**src/rtl/gs232c_ras.sv**
```systemverilog
// Return-address stack for the fetch pipeline: predicted push/pop from the judge stage,
// per-packet {ptr,cnt,top} snapshots, and snapshot-based repair/flush from the backend.
module gs232c_ras #(
  parameter int unsigned DEPTH = 8,
  parameter int unsigned AW    = 30,
  localparam int unsigned PW   = $clog2(DEPTH)
) (
  input  logic          clock,
  input  logic          resetn,
  input  logic          pr_valid,
  input  logic          pr_accept,
  input  logic          pr_link,
  input  logic [AW-1:0] pr_link_pc,
  input  logic          pr_jrra,
  output logic [AW-1:0] ra,
  output logic          ra_valid,
  output logic [PW-1:0] snap_ptr,
  output logic [PW:0]   snap_cnt,
  output logic [AW-1:0] snap_top,
  input  logic          repair_valid,
  input  logic [PW-1:0] repair_ptr,
  input  logic [PW:0]   repair_cnt,
  input  logic [AW-1:0] repair_top,
  input  logic          repair_link,
  input  logic [AW-1:0] repair_link_pc,
  input  logic          repair_jrra,
  input  logic          flush,
  output logic [31:0]   perf_push_cnt,
  output logic [31:0]   perf_pop_cnt,
  output logic [31:0]   perf_ovf_cnt
);

  localparam int unsigned CW = PW + 1;

  logic [AW-1:0] stack [DEPTH];
  logic [PW-1:0] ptr;
  logic [CW-1:0] cnt;

  // Operation source selection and next-state
  logic [PW-1:0] src_ptr, nxt_ptr, pre_wa, op_wa;
  logic [CW-1:0] src_cnt, nxt_cnt;
  logic [AW-1:0] src_d, pre_d;
  logic          op_link, op_jrra, pre_we, op_we, pred, is_push, is_pop, is_ovf;

  always_comb begin
    src_ptr = ptr;
    src_cnt = cnt;
    src_d   = pr_link_pc;
    op_link = 1'b0;
    op_jrra = 1'b0;
    pre_we  = 1'b0;
    pre_wa  = repair_ptr;
    pre_d   = repair_top;
    pred    = 1'b0;
    if (repair_valid) begin
      src_ptr = repair_ptr;
      src_cnt = repair_cnt;
      src_d   = repair_link_pc;
      op_link = repair_link;
      op_jrra = repair_jrra;
      pre_we  = 1'b1;
    end else if (pr_valid && pr_accept) begin
      op_link = pr_link;
      op_jrra = pr_jrra;
      pred    = 1'b1;
    end

    nxt_ptr = src_ptr;
    nxt_cnt = src_cnt;
    op_we   = 1'b0;
    op_wa   = src_ptr;
    is_push = 1'b0;
    is_pop  = 1'b0;
    is_ovf  = 1'b0;
    if (op_link && !op_jrra) begin
      is_push = 1'b1;
      nxt_ptr = src_ptr + PW'(1);
      op_we   = 1'b1;
      op_wa   = src_ptr + PW'(1);
      is_ovf  = (src_cnt == CW'(DEPTH));
      nxt_cnt = is_ovf ? src_cnt : src_cnt + CW'(1);
    end else if (!op_link && op_jrra) begin
      is_pop  = 1'b1;
      nxt_ptr = src_ptr - PW'(1);
      nxt_cnt = (src_cnt == CW'(0)) ? CW'(0) : src_cnt - CW'(1);
    end else if (op_link && op_jrra) begin
      op_we   = 1'b1;
    end

    // Flush overrides everything; entries are deliberately left intact
    if (flush) begin
      nxt_ptr = '0;
      nxt_cnt = '0;
      op_we   = 1'b0;
      pre_we  = 1'b0;
      pred    = 1'b0;
    end
  end

  always_ff @(posedge clock or negedge resetn) begin
    if (!resetn) begin
      ptr <= '0;
      cnt <= '0;
      for (int unsigned i = 0; i < DEPTH; i++) stack[i] <= '0;
    end else begin
      ptr <= nxt_ptr;
      cnt <= nxt_cnt;
      // Op write is issued last so it overrides the repaired top on the same entry
      for (int unsigned i = 0; i < DEPTH; i++) begin
        if (pre_we && pre_wa == PW'(i)) stack[i] <= pre_d;
        if (op_we && op_wa == PW'(i)) stack[i] <= src_d;
      end
    end
  end

  // Performance counters track predicted-path activity only
  always_ff @(posedge clock or negedge resetn) begin
    if (!resetn) begin
      perf_push_cnt <= '0;
      perf_pop_cnt  <= '0;
      perf_ovf_cnt  <= '0;
    end else if (pred) begin
      if (is_push) perf_push_cnt <= perf_push_cnt + 32'd1;
      if (is_pop)  perf_pop_cnt  <= perf_pop_cnt + 32'd1;
      if (is_ovf)  perf_ovf_cnt  <= perf_ovf_cnt + 32'd1;
    end
  end

  assign ra       = stack[ptr];
  assign ra_valid = (cnt != CW'(0));
  assign snap_ptr = ptr;
  assign snap_cnt = cnt;
  assign snap_top = stack[ptr];

endmodule
```
**config.mk**
```make
export PLATFORM = sky130hd
export DESIGN_NAME = gs232c_ras
export DESIGN_NICKNAME = d
export VERILOG_FILES = /design/src/rtl/gs232c_ras.sv
export SDC_FILE = /design/constraint.sdc
export NUM_CORES = 1
export LEC_CHECK = 0
export BUFFER_PORTS_ARGS = -buffer_cell sky130_fd_sc_hd__buf_2
export CORE_MARGIN = 3
export CORE_UTILIZATION = 40
export DETAILED_ROUTE_END_ITERATION = 7
export SYNTH_ARGS = -nofsm -noshare
export SYNTH_HDL_FRONTEND = slang
export SYNTH_SLANG_ARGS = --single-unit
```
**constraint.sdc**
```tcl
create_clock -name clock -period 6.12 [get_ports clock]
set_clock_uncertainty 0.1 [all_clocks]
set_input_delay 1.224 -clock clock [delete_from_list [all_inputs] [get_ports clock]]
set_output_delay 1.224 -clock clock [all_outputs]
set_load 0.02 [all_outputs]
```
==> impl_metrics.csv <==
group,metric,value,unit
synthesis,largest_family_of_logic_cells_by_synthesized_area,"multiplexers",
drt,number_of_violations_reported_at_the_end_of_detailed_routing_iteration_0,649,
floorplan,initial_core_util,40.5,%
timing,min_period,4380,ps
timing,rsz0062_at_grt,"no",
final_layout,mostFrequentLayoutCells,"sky130_fd_sc_hd__mux2i_1 (519), sky130_fd_sc_hd__dfrtp_1 (340), sky130_fd_sc_hd__buf_2 (268)",
timing,fmaxAchievable,228,MHz
floorplan,placement_rows,79,
place,gpl.final_weighted_congestion,0.798,
floorplan,design.core.area,46700,sq um
synthesis,synth.lib_cells_used.distinct,58,
synthesis,arithmetic_cell_share_of_the_synthesized_area_counting_full_adders_half_adders_and_majority_gates,0.463,%
grt,first_pass_grt_wire_length,80.2,mm
synthesis,sequential_cell_area_fraction_in_the_yosys_report,45.4,%
synthesis,post_synth_mux_area_share,36.7,%
place,placed_cell_area,20500,sq um
synthesis,synth-async-reset-ratio,100,%
setup_path,crit_fanout,36,
final_layout,syn2layout_area_growth,15.6,%
final_layout,layout_commonest_cell,"sky130_fd_sc_hd__mux2i_1",
timing,holdWs,368,ps
timing,totalNegativeSetupSlack,0,ps
synthesis,synth_xor_area_share,4.67,%
power_and_ir_drop,power-per-cell-area,367,nW/um^2
synthesis,synth.top_cell.area_share,45.4,%
synthesis,synth.yosys.warnings,0,
setup_path,crit_path_top_delay_cell,"sky130_fd_sc_hd__dfrtp_2",
timing,min_period_over_period,71.6,%
worst_hold_path,hold_class,"in -> async",
setup_path,critPathArrivalTime,3050,ps
synthesis,synth_compound_gate_area_share,1.24,%
synthesis,mappedNetlistNets,1594,
synthesis,synthCells,1480,
grt,grt_start_max_net_pins,174,
floorplan,ios,271,
timing,timing.final.max_slew_violations,0,
power_and_ir_drop,peakVddDrop,0.000193,V
setup_path,crit_path_start_kind,"flop",
cts,cts-buffers-inserted,42,
grt,groute.usage.overall,20.5,%
place,placement.io_buffers,270,
setup_path,setup.worst_path.class,"reg -> out",
setup_path,critical_path_cell_by_cell,"buf_4 > mux4_2 > mux2_2 > buf_2",
drt,drt_pre_antenna_iters,4,
grt,grt_overflow,0,
outcome,run_status,"finished, final reports clean",
cts,cts_hold_repair.buffers,0,
job,max-cap-violations,0,
timing,slew_headroom,25.1,%
final_layout,non_filler_cells_in_the_finished_layout,2312,
drt,routed_wire_length_per_instance,22.2,um
place,detailed_place_hpwl,32.3,mm
grt,antenna_violations_before_repair,6,
setup_path,critPathCaptureType,"output port",
synthesis,post_synth_instance_area,18900,sq um
power_and_ir_drop,static-leakage-power,11.4,nW
setup_path,crit_required,4800,ps
place,placedCellCount,2235,
synthesis,synth_area_leader,"sky130_fd_sc_hd__dfrtp_1",
cts,root_buffer,"sky130_fd_sc_hd__clkbuf_16",
cts,max_buffers_root_to_sink,3,
cts,clk_latency,560,ps
synthesis,yosys_reg_bits,343,
drt,route.detailed.drc,0,
cts,h_tree_level_count,2,
drt,ant_nets,0,
floorplan,die_height,223,um
cts,clkSlewWorstSetupHoldPaths,60,ps
power_and_ir_drop,fin_total_pwr,8.02,mW
synthesis,post_synth_main_area_contributors,"sky130_fd_sc_hd__dfrtp_1 (45%), sky130_fd_sc_hd__mux2i_1 (27%), sky130_fd_sc_hd__mux4_2 (7.1%)",
synthesis,simple_gate_portion_of_the_synthesized_area,7.04,%
cts,post_cts_resize_count,0,
cts,cts_tree,"done",
drt,vias,12700,
synthesis,synth-edff-count,0,
floorplan,die_area,49900,sq um
grt,first_global_vias,13200,
floorplan,fp.dieW,223,um
cts,postCtsSetupBuffers,0,
setup_path,max_stage_delay,880,ps
final_layout,layout.cell_area.non_filler,21900,sq um
timing,worst_pin_slew,1120,ps
timing,final-setup-viol-count,0,
final_layout,finish.net_count,1786,
final_layout,drive_above_1_share,28.0,%
drt,drt-total-wl,51.4,mm
synthesis,synth_flop_type,"sky130_fd_sc_hd__dfrtp_1",
synthesis,syn_area_per_cell,12.8,sq um
cts,clock-sinks,343,
drt,detail_route.vias_per_cell,5.48,
timing,hold_viol,0,
kinds of logic after synthesis:
group	Yosys count
xor gates and xnor gates	99
and+or+nand+nor	235
AOI/OAI and AO/OA	30
adders and majority gates	7
buffers and inverters	153
DFF	343
muxes	613
where the power goes:
part	internal (mW)	switching (mW)	total [mW]
Combinational	1.07	1.15	2.22
Clock	1.52	0.987	2.50
Sequential	2.90	0.391	3.29
worst paths after layout:
check,start,endpoint,slack (ps),cells past startpoint
worst max-delay path,snap_ptr[1],ra[23],1740,4
worst min-delay path,resetn,perf_pop_cnt[12],370,1
worst max register to register,snap_ptr[0],stack[123],2320,8
worst min register to register,perf_push_cnt[31],perf_push_cnt[31],370,1
max in group asynchronous,resetn,stack[132],4320,2
min in group clock,perf_push_cnt[31],perf_push_cnt[31],370,1
per-layer routing:
layer	track usage, %	part of all wire [%]	up-vias
li1	-	-	5763
met1	28.4	46	6587
met2	33.8	48	257
met3	3.47	3.9	63
met4	5.01	1.9	2
met5	0	0.017	-
cells in the mapped netlist (all sizes together) (2+ instances only):
master / instances
nor3b: 2
nand2: 59
inv: 10
ha: 7
nor4: 4
xnor2: 75
and4: 10
and2: 9
dfrtp: 343
o22ai: 2
clkbuf: 37
nor3: 18
nor2: 28
nand4: 23
a211oi: 2
and3: 25
o211ai: 4
xor2: 24
nand4b: 3
mux2i: 521
a21oi: 6
mux4: 60
nand3: 43
o21ai: 8
or3: 2
mux2: 32
nand3b: 2
buf: 106
worst max-delay path: cells and delay by family, from the launching register on:
kind	cells	cell delay (ps)
buffers and inverters	2	840
DFF	1	880
muxes	2	760
sequential cells by signal, indices dropped and copies added, names as in the netlist:
name	cells
perf_ovf_cnt	32
perf_pop_cnt	32
perf_push_cnt	32
snap_cnt	4
snap_ptr	3
stack	240
final cells by class:
type	count	area, sq um
fill	4214	24800
multi-input combinational	984	9520
sequential	343	8590
timing repair buffer	291	1560
clock buffer	64	1230
tap	607	759
clock inverter	10	148
inverter	10	37.5
antenna	3	7.51
stage by stage:
step | util, % | setup slack (ps)
floorplan | - | 2500
global placement | 43.9 | 1400
detailed placement | 43.9 | 1250
CTS | 46.8 | 1640
global route | 46.8 | 1560
finish | 46.8 | 1740
Note: power is estimated with default switching activity, not from simulation.
